`src/rtl/bcd_pkg.sv`:
```
// Shared constants, FSM encoding and digit helpers for the digit-serial BCD adder.
package bcd_pkg;

  localparam int unsigned DIGIT_W  = 4;
  localparam int unsigned BCD_MAX  = 9;
  localparam int unsigned BCD_CORR = 6;

  typedef enum logic [1:0] {
    IDLE = 2'd0,
    RUN  = 2'd1,
    DONE = 2'd2
  } state_t;

  // Nines' complement of one BCD digit (9 - d); invalid digits stay invalid.
  function automatic logic [DIGIT_W-1:0] nines_comp(input logic [DIGIT_W-1:0] d);
    return DIGIT_W'(BCD_MAX) - d;
  endfunction

endpackage

```
`src/rtl/bcd_serial_adder_if.sv`:
```
// Operand/result bundle of bcd_serial_adder; the sub port exists only when BCD_SUB_EN is defined.
interface bcd_serial_adder_if #(
  parameter int unsigned DIGITS = 4
) ();
  import bcd_pkg::*;

  localparam int unsigned W = DIGIT_W * DIGITS;

  logic         start;
  logic [W-1:0] a;
  logic [W-1:0] b;
  logic         cin;
`ifdef BCD_SUB_EN
  logic         sub;
`endif
  logic [W-1:0] sum;
  logic         cout;
  logic         busy;
  logic         done;
  logic         err;

  modport master (
`ifdef BCD_SUB_EN
    output sub,
`endif
    output start, a, b, cin,
    input  sum, cout, busy, done, err
  );

  modport slave (
`ifdef BCD_SUB_EN
    input  sub,
`endif
    input  start, a, b, cin,
    output sum, cout, busy, done, err
  );

endinterface

```
`src/rtl/bcd_digit_add.sv`:
```
// Combinational single-digit BCD adder with decimal correction and invalid-digit flag.
module bcd_digit_add
  import bcd_pkg::*;
(
  input  logic [DIGIT_W-1:0] a,
  input  logic [DIGIT_W-1:0] b,
  input  logic               ci,
  output logic [DIGIT_W-1:0] s,
  output logic               co,
  output logic               inv
);

  logic [DIGIT_W:0] bin;

  always_comb begin
    bin = (DIGIT_W+1)'(a) + (DIGIT_W+1)'(b) + (DIGIT_W+1)'(ci);
    inv = (a > DIGIT_W'(BCD_MAX)) || (b > DIGIT_W'(BCD_MAX));
    s   = bin[DIGIT_W-1:0];
    co  = 1'b0;
    // Binary sums above 9 wrap into the next decade by adding 6.
    if (bin > (DIGIT_W+1)'(BCD_MAX)) begin
      s  = DIGIT_W'(bin + (DIGIT_W+1)'(BCD_CORR));
      co = 1'b1;
    end
  end

endmodule

```
`src/rtl/bcd_serial_adder.sv`:
```
// Digit-serial N-digit BCD adder, one digit per clock LSD first; BCD_SUB_EN adds tens'-complement subtract.
module bcd_serial_adder
  import bcd_pkg::*;
#(
  parameter int unsigned DIGITS = 4
) (
  input  logic                clk,
  input  logic                rst,
  bcd_serial_adder_if.slave   bus
);

  localparam int unsigned CNT_W = $clog2(DIGITS + 1);
  localparam int unsigned W     = DIGIT_W * DIGITS;

  state_t             state;
  logic [W-1:0]       a_sh;
  logic [W-1:0]       b_sh;
  logic [W-1:0]       sum_q;
  logic [CNT_W-1:0]   cnt;
  logic               carry;
  logic               cout_q;
  logic               busy_q;
  logic               done_q;
  logic               err_q;

  logic [DIGIT_W-1:0] b_raw;
  logic [DIGIT_W-1:0] b_dig;
  logic [DIGIT_W-1:0] digit;
  logic               digit_co;
  logic               digit_inv;
  logic               digit_err;
  logic               cin_eff;
  logic [W-1:0]       sum_next;
  logic               last;
  logic               accept;

`ifdef BCD_SUB_EN
  logic               sub_q;

  // Subtract adds the nines' complement of B plus a forced carry-in; err looks at the raw B digit.
  always_comb begin
    b_raw     = b_sh[DIGIT_W-1:0];
    b_dig     = sub_q ? nines_comp(b_raw) : b_raw;
    digit_err = digit_inv || (b_raw > DIGIT_W'(BCD_MAX));
    cin_eff   = bus.cin || bus.sub;
  end
`else
  always_comb begin
    b_raw     = b_sh[DIGIT_W-1:0];
    b_dig     = b_raw;
    digit_err = digit_inv;
    cin_eff   = bus.cin;
  end
`endif

  bcd_digit_add u_digit (
    .a   (a_sh[DIGIT_W-1:0]),
    .b   (b_dig),
    .ci  (carry),
    .s   (digit),
    .co  (digit_co),
    .inv (digit_inv)
  );

  // New digit enters at the MSD end so the result is aligned after DIGITS shifts.
  always_comb begin
    sum_next = (sum_q >> DIGIT_W) | (W'(digit) << (W - DIGIT_W));
    last     = (cnt == CNT_W'(DIGITS - 1));
    accept   = bus.start && (state != RUN);
  end

  always_ff @(posedge clk) begin
    if (rst) begin
      state  <= IDLE;
      a_sh   <= '0;
      b_sh   <= '0;
      sum_q  <= '0;
      cnt    <= '0;
      carry  <= 1'b0;
      cout_q <= 1'b0;
      busy_q <= 1'b0;
      done_q <= 1'b0;
      err_q  <= 1'b0;
`ifdef BCD_SUB_EN
      sub_q  <= 1'b0;
`endif
    end else begin
      done_q <= 1'b0;
      unique case (state)
        IDLE, DONE: begin
          if (accept) begin
            state  <= RUN;
            busy_q <= 1'b1;
            a_sh   <= bus.a;
            b_sh   <= bus.b;
            carry  <= cin_eff;
            cnt    <= '0;
            err_q  <= 1'b0;
            sum_q  <= '0;
            cout_q <= 1'b0;
`ifdef BCD_SUB_EN
            sub_q  <= bus.sub;
`endif
          end else begin
            state  <= IDLE;
            busy_q <= 1'b0;
          end
        end
        RUN: begin
          sum_q <= sum_next;
          a_sh  <= a_sh >> DIGIT_W;
          b_sh  <= b_sh >> DIGIT_W;
          carry <= digit_co;
          cnt   <= cnt + CNT_W'(1);
          err_q <= err_q || digit_err;
          if (last) begin
            state  <= DONE;
            busy_q <= 1'b0;
            done_q <= 1'b1;
            cout_q <= digit_co;
          end
        end
        default: begin
          state  <= IDLE;
          busy_q <= 1'b0;
        end
      endcase
    end
  end

  assign bus.sum  = sum_q;
  assign bus.cout = cout_q;
  assign bus.busy = busy_q;
  assign bus.done = done_q;
  assign bus.err  = err_q;

endmodule

```
`src/flat_wrapper.sv`:
```
// flat-port wrapper written by rule: the top's interface ports become plain ports
module bcd_serial_adder_flat import bcd_pkg::*;
#(
  parameter int unsigned DIGITS = 4
)
  (clk, rst, bus_start, bus_a, bus_b, bus_cin, bus_sum, bus_cout, bus_busy, bus_done, bus_err);
  bcd_serial_adder_if #(.DIGITS(DIGITS)) bus_i ();
  input  logic clk;
  input  logic rst;
  input wire logic [$bits(bus_i.start)-1:0] bus_start;
  input wire logic [$bits(bus_i.a)-1:0] bus_a;
  input wire logic [$bits(bus_i.b)-1:0] bus_b;
  input wire logic [$bits(bus_i.cin)-1:0] bus_cin;
  output wire logic [$bits(bus_i.sum)-1:0] bus_sum;
  output wire logic [$bits(bus_i.cout)-1:0] bus_cout;
  output wire logic [$bits(bus_i.busy)-1:0] bus_busy;
  output wire logic [$bits(bus_i.done)-1:0] bus_done;
  output wire logic [$bits(bus_i.err)-1:0] bus_err;
  assign bus_i.start = bus_start;
  assign bus_i.a = bus_a;
  assign bus_i.b = bus_b;
  assign bus_i.cin = bus_cin;
  assign bus_sum = bus_i.sum;
  assign bus_cout = bus_i.cout;
  assign bus_busy = bus_i.busy;
  assign bus_done = bus_i.done;
  assign bus_err = bus_i.err;
  bcd_serial_adder #(.DIGITS(DIGITS)) u_core (.clk(clk), .rst(rst), .bus(bus_i));
endmodule
```
`config.mk`:
```
export PLATFORM = sky130hd
export DESIGN_NAME = bcd_serial_adder_flat
export DESIGN_NICKNAME = d
export VERILOG_FILES = /design/src/rtl/bcd_pkg.sv /design/src/rtl/bcd_serial_adder_if.sv /design/src/rtl/bcd_digit_add.sv /design/src/rtl/bcd_serial_adder.sv /design/src/flat_wrapper.sv
export SDC_FILE = /design/constraint.sdc
export NUM_CORES = 1
export LEC_CHECK = 0
export BUFFER_PORTS_ARGS = -buffer_cell sky130_fd_sc_hd__buf_2
export CAP_MARGIN = 20
export CORE_MARGIN = 2
export CORE_UTILIZATION = 34
export CTS_BUF_LIST = sky130_fd_sc_hd__clkbuf_4 sky130_fd_sc_hd__clkbuf_8
export DETAILED_ROUTE_END_ITERATION = 10
export PLACE_DENSITY = 0.64
export SLEW_MARGIN = 10
export SYNTH_ARGS = -nofsm -noshare
export SYNTH_HDL_FRONTEND = slang
export SYNTH_HIERARCHICAL = 1
export SYNTH_SLANG_ARGS = --single-unit
```
`constraint.sdc`:
```
create_clock -name clk -period 3 [get_ports clk]
set_clock_uncertainty 0.05 [all_clocks]
set_input_delay 0.6 -clock clk [delete_from_list [all_inputs] [get_ports clk]]
set_output_delay 0.6 -clock clk [all_outputs]
set_load 0.02 [all_outputs]
```
[Yosys cells after proc, flatten, opt, wreduce, memory -nomap -nowiden]
Index checks and enable logic that the tools add are counted.
Storage, ports and cells
  memory bits (writable): 0
  bits in registers: 58
  output and inout bits: 20
  ROM bits: 0
  memories: 0
  input bits: 36
  bits in latches: 0
  word-level logic and storage cells: 57
Operators by class
  eq/ne operators: 6
  div/mod/pow operators: 0
  reductions and logical operators: 9
  add/subtract/negate cells: 4
  bitwise gates (word level): 2
  shift-type cells: 0
  $lt $le $gt $ge: 3
  multipliers: 0
  multiplexer cells: 23
Operators with widths (number)
  $pmux 16 s2: 3
  $mux 16: 3
  $or 12x16->16: 1
  $gt 4x4->1 const B: 2
  $mux 1: 8
  $pmux 1 s2: 4
  $ne 2x1->1 const B: 3
  $pmux 3 s2: 1
  $add 4x4->5: 1
  $add 5x1->5: 1
  $gt 5x4->1 const B: 1
  $add 4x3->4 const B: 1
  $mux 4: 1
  $pmux 2 s2: 1
  $reduce_or 2->1: 2
  $add 3x1->3 const B: 1
  $eq 3x2->1 const B: 1
  $mux 3: 1
  $reduce_and 3->1: 1
  $eq 2x1->1 const B: 1
  $eq 2x2->1 const B: 1
  $logic_not 2->1: 1
  $logic_or 1x1->1: 2
  $mux 2: 1
  4 further kinds: 4

[Logic depth before layout (Yosys ltp)]
  depth after elaboration: 6
  gate-level depth with buffers: 9
  mapped depth without buffers: 9

[Modules after synthesis]
Netlist, hierarchy kept.
By module, submodules not included
  bcd_serial_adder: seq. area each 1161.1 sq um, cells an instance 286, area an instance 2442.3 sq um, instances 1
  bcd_digit_add: seq. area each 0.0 sq um, cells an instance 25, area an instance 225.2 sq um, instances 1

[Worst setup path after synthesis]
Ideal clock, no wire load.
  path kind: register to register
  from: reg u_core.a_sh[0]
  to: reg u_core.sum_q[14] (netlist: u_core/bus.sum[14])
  setup slack: 0.458 ns
  setup time: 0.070 ns
  required time: 2.880 ns
  cell stages (with the launch flop): 10
  path buffers: 0
  arrival time: 2.423 ns
  cell sequence: dfxtp_1 -> fa_1 -> fa_1 -> xnor2_1 -> ha_1 -> a31o_1 -> o31ai_4 -> mux2i_1 -> nand2_1 -> a21oi_1
On the way
  word-level cells in the longest chain between the ends: 6
  elaborated cells on any way between the ends: 7
  classes of those cells: add/sub (3); order compare (1); mux (2); bitwise (1)
RTL lines
  start: declaration: line bcd_serial_adder.sv:16  | logic [W-1:0] a_sh;
  start signal: assignment: line bcd_serial_adder.sv:94  | a_sh <= bus.a;
  start signal: assignment: line bcd_serial_adder.sv:111  | a_sh <= a_sh >> DIGIT_W;
  $add 4x4->5 (*): line bcd_digit_add.sv:16  | bin = (DIGIT_W+1)'(a) + (DIGIT_W+1)'(b) + (DIGIT_W+1)'(ci);
  $add 5x1->5 (*): line bcd_digit_add.sv:16
  $add 4x3->4 / $gt 5x4->1 (equally long branches): line bcd_digit_add.sv:22, bcd_digit_add.sv:21
  $mux 4 (*): line bcd_digit_add.sv:21  | if (bin > (DIGIT_W+1)'(BCD_MAX)) begin
  via u_core.digit[2]: line bcd_serial_adder.sv:28  | logic [DIGIT_W-1:0] digit;
  $or 12x16->16 (*): line bcd_serial_adder.sv:67  | sum_next = (sum_q >> DIGIT_W) | (W'(digit) << (W - DIGIT_W));
  $pmux 16 s2 (*): line bcd_serial_adder.sv:89  | unique case (state)
  end signal: assignment: line bcd_serial_adder.sv:110  | sum_q <= sum_next;
  end: declaration: line bcd_serial_adder.sv:18  | logic [W-1:0] sum_q;
The timed path passes the listed nets; every way through them passes the cells marked *.
A chain may end at the register's enable or synchronous reset.

[Final worst setup path]
Ends and elaborated chain as after synthesis.

==> impl_metrics.toml <==
[run_status]
status = "finished, final reports clean"

[layout]
fin_cells = 463
fill_cells = 801
syn_to_final_growth_pct = 19.28
regArea_um2 = 1161
drive_above_1_share_pct = 27.98
multi_input_comb_area_um2 = 1345
diodes = 0
finalNetCount = 400
utilization_pct = 41.61

[clocking]
htree_levels = 3
insertion_delay_ns = 0.34
clockRootBuffer = "clkbuf_8"
cts.path.max_buffers = 2
cts_buffers = 9
cts_tree = "built"
cts-resized-gates = 0
post_cts_buffers = 0
cts.clk_slew.worst_paths_ns = 0.07
cts_num_sinks = 58
cts_hold_buf = 0

[floorplan]
die_w_um = 92.58
dieArea_um2 = 8570
core-area_um2 = 7647
initial_core_util_pct = 34.88
dieHeight_um = 92.58
ios = 56
fp-row-count = 32

[grt]
grtUsageTotal_pct = 14.75
grt_start_max_net_pins = 44
antenna_found_initial = 0
grt_pass1_wl_mm = 9.929
grt_pass1_vias = 2071
grt_overflow = 0

[worst_setup_path]
cp-start-kind = "flop"
end_kind = "flop"
worst-path-max-fanout = 4
r2r_slack_ns = 0.21
worstSetupPathType = "reg2reg"
cp.arrival_ns = 3.01
critical_path_required_ns = 3.22

[sta]
setup_ws_ns = 0.2142
hold_violations = 0
min_period_ns = 2.786
fmax_mhz = 359.0
slew_viol_final = 0
period_share_pct = 92.86
fin_setup_tns_ns = 0
slew_headroom_pct = 43.59
rsz0062_at_grt = "false"
worst_pin_slew_ns = 0.8462
setup_viol = 0
worst_hold_slack_ns = 0.4056

[yosys]
dominantRegCellSynth = "dfxtp_1"
synth_top_area_share_pct = 43.53
syn-mean-instance-area_um2 = 8.577
synth-seq-cells = 58
synthesis.area_um2 = 2668
yosysMostFrequentCell = "nand2_1"
yosysTopAreaCell = "dfxtp_1"
synth-seq-area-share_pct = 43.53
ys_types = 31
synth.area.top_cells = "dfxtp_1, nand2_1, a311oi_2"
yosys_warnings = 6
synth-async-reset-ratio_pct = 0
synthCells = 311
synth_edf_count = 0
synth_nets = 355
synth_common_cells = "nand2_1, dfxtp_1, a21oi_1"

[drt]
wl_mm = 5.901
ant_nets = 0
viasPerCell = 4.955
drc = 0
wire_per_inst_um = 12.75
dr.first_iter.drc_count = 121
first_pass_iters = 4
via_count = 2294

[pwr]
ir_worst_vdd_mv = 0.2236
p_leak_nw = 1.266
power_density_nw_per_um2 = 602.2

[placement]
io_buffers = 55
gp_congestion = 0.7436
hpwl_mm = 3.894
post-place-ws_ns = 0.2600
placed_cells = 447

[run]
cap_viol_max_count = 0

[min_path]
hold_class = "reg2reg"
per-layer routing:
| layer | global-route usage [%] | up-vias | part of all wire (%) | wire length (µm) |
|---|---|---|---|---|
| li1 | - | 1171 | - | - |
| met1 | 19.81 | 1054 | 48 | 2820 |
| met4 | 5.721 | 0 | 1.5 | 87 |
| met2 | 21.11 | 60 | 45 | 2667 |
| met5 | 0 | - | 0 | 0 |
| met3 | 5.940 | 9 | 5.5 | 326 |
cells by family after synthesis:
group | share of synthesized area, %
AOI/OAI and AO/OA | 21.86
muxes | 0.3752
xor gates and xnor gates | 0.6568
DFF | 43.53
and+or+nand+nor | 22.94
adders and majority gates | 4.315
buffers and inverters | 6.332
registers in the layout (all words and copies together), names as in the netlist:
name / flops
u_core/bus.cout: 1
u_core/cnt: 3
u_core/bus.err: 1
u_core/state: 2
u_core/b_sh: 16
u_core/carry: 1
u_core/a_sh: 16
u_core/bus.sum: 16
u_core/bus.done: 1
u_core/bus.busy: 1
cell usage in the layout, fill, tap and decap left out, types with 3 or more instances in the layout:
master	n
inv_1	3
clkbuf_8	10
dfxtp_1	58
nand2_1	77
ha_1	6
a311oi_2	19
buf_4	5
buf_2	55
a21oi_1	32
a311oi_1	6
nand3_1	29
nor2_1	29
clkinvlp_4	3
report_power, final:
group | internal (mW) | switching, mW | leakage, nW
registers | 0.822 | 0.0344 | 0.475
logic | 0.133 | 0.199 | 0.697
clock network | 0.405 | 0.323 | 0.0945
path summary, 6_finish.rpt:
kind,startpoint,cells after the start,to
worst max-delay path,u_core/a_sh[0],9,u_core/bus.sum[14]
worst min-delay path,u_core/bus.sum[12],2,u_core/bus.sum[8]
worst max register to register,u_core/a_sh[0],9,u_core/bus.sum[14]
worst min register to register,u_core/bus.sum[12],2,u_core/bus.sum[8]
worst max-delay path, stage by stage, from the launching register on:
cell and delay [ns]:
dfxtp_1 0.33, fa_1 0.47, fa_1 0.44, xnor2_1 0.19, ha_1 0.24, a31o_1 0.23
o31ai_4 0.34, mux2i_1 0.23, nand2_1 0.06, a21oi_1 0.13
through the flow:
step	power [mW]	cell area, µm²
4_1_cts	1.946	3182
3_5_place_dp	1.204	2978
2_1_floorplan	1.128	2668
6_report	1.916	3182
3_3_place_gp	1.196	2978
5_1_grt	2.026	3182
layout make-up:
type                            count  share of cell area, %
Sequential cell                    58                  36.49
Timing Repair Buffer               61                  10.46
Clock buffer                       10                  4.326
Tap cell                          102                  4.011
Multi-Input combinational cell    223                  42.27
Inverter                            3                 0.3539
Clock inverter                      6                  2.084
No activity file was read; power rests on OpenSTA's default activity.
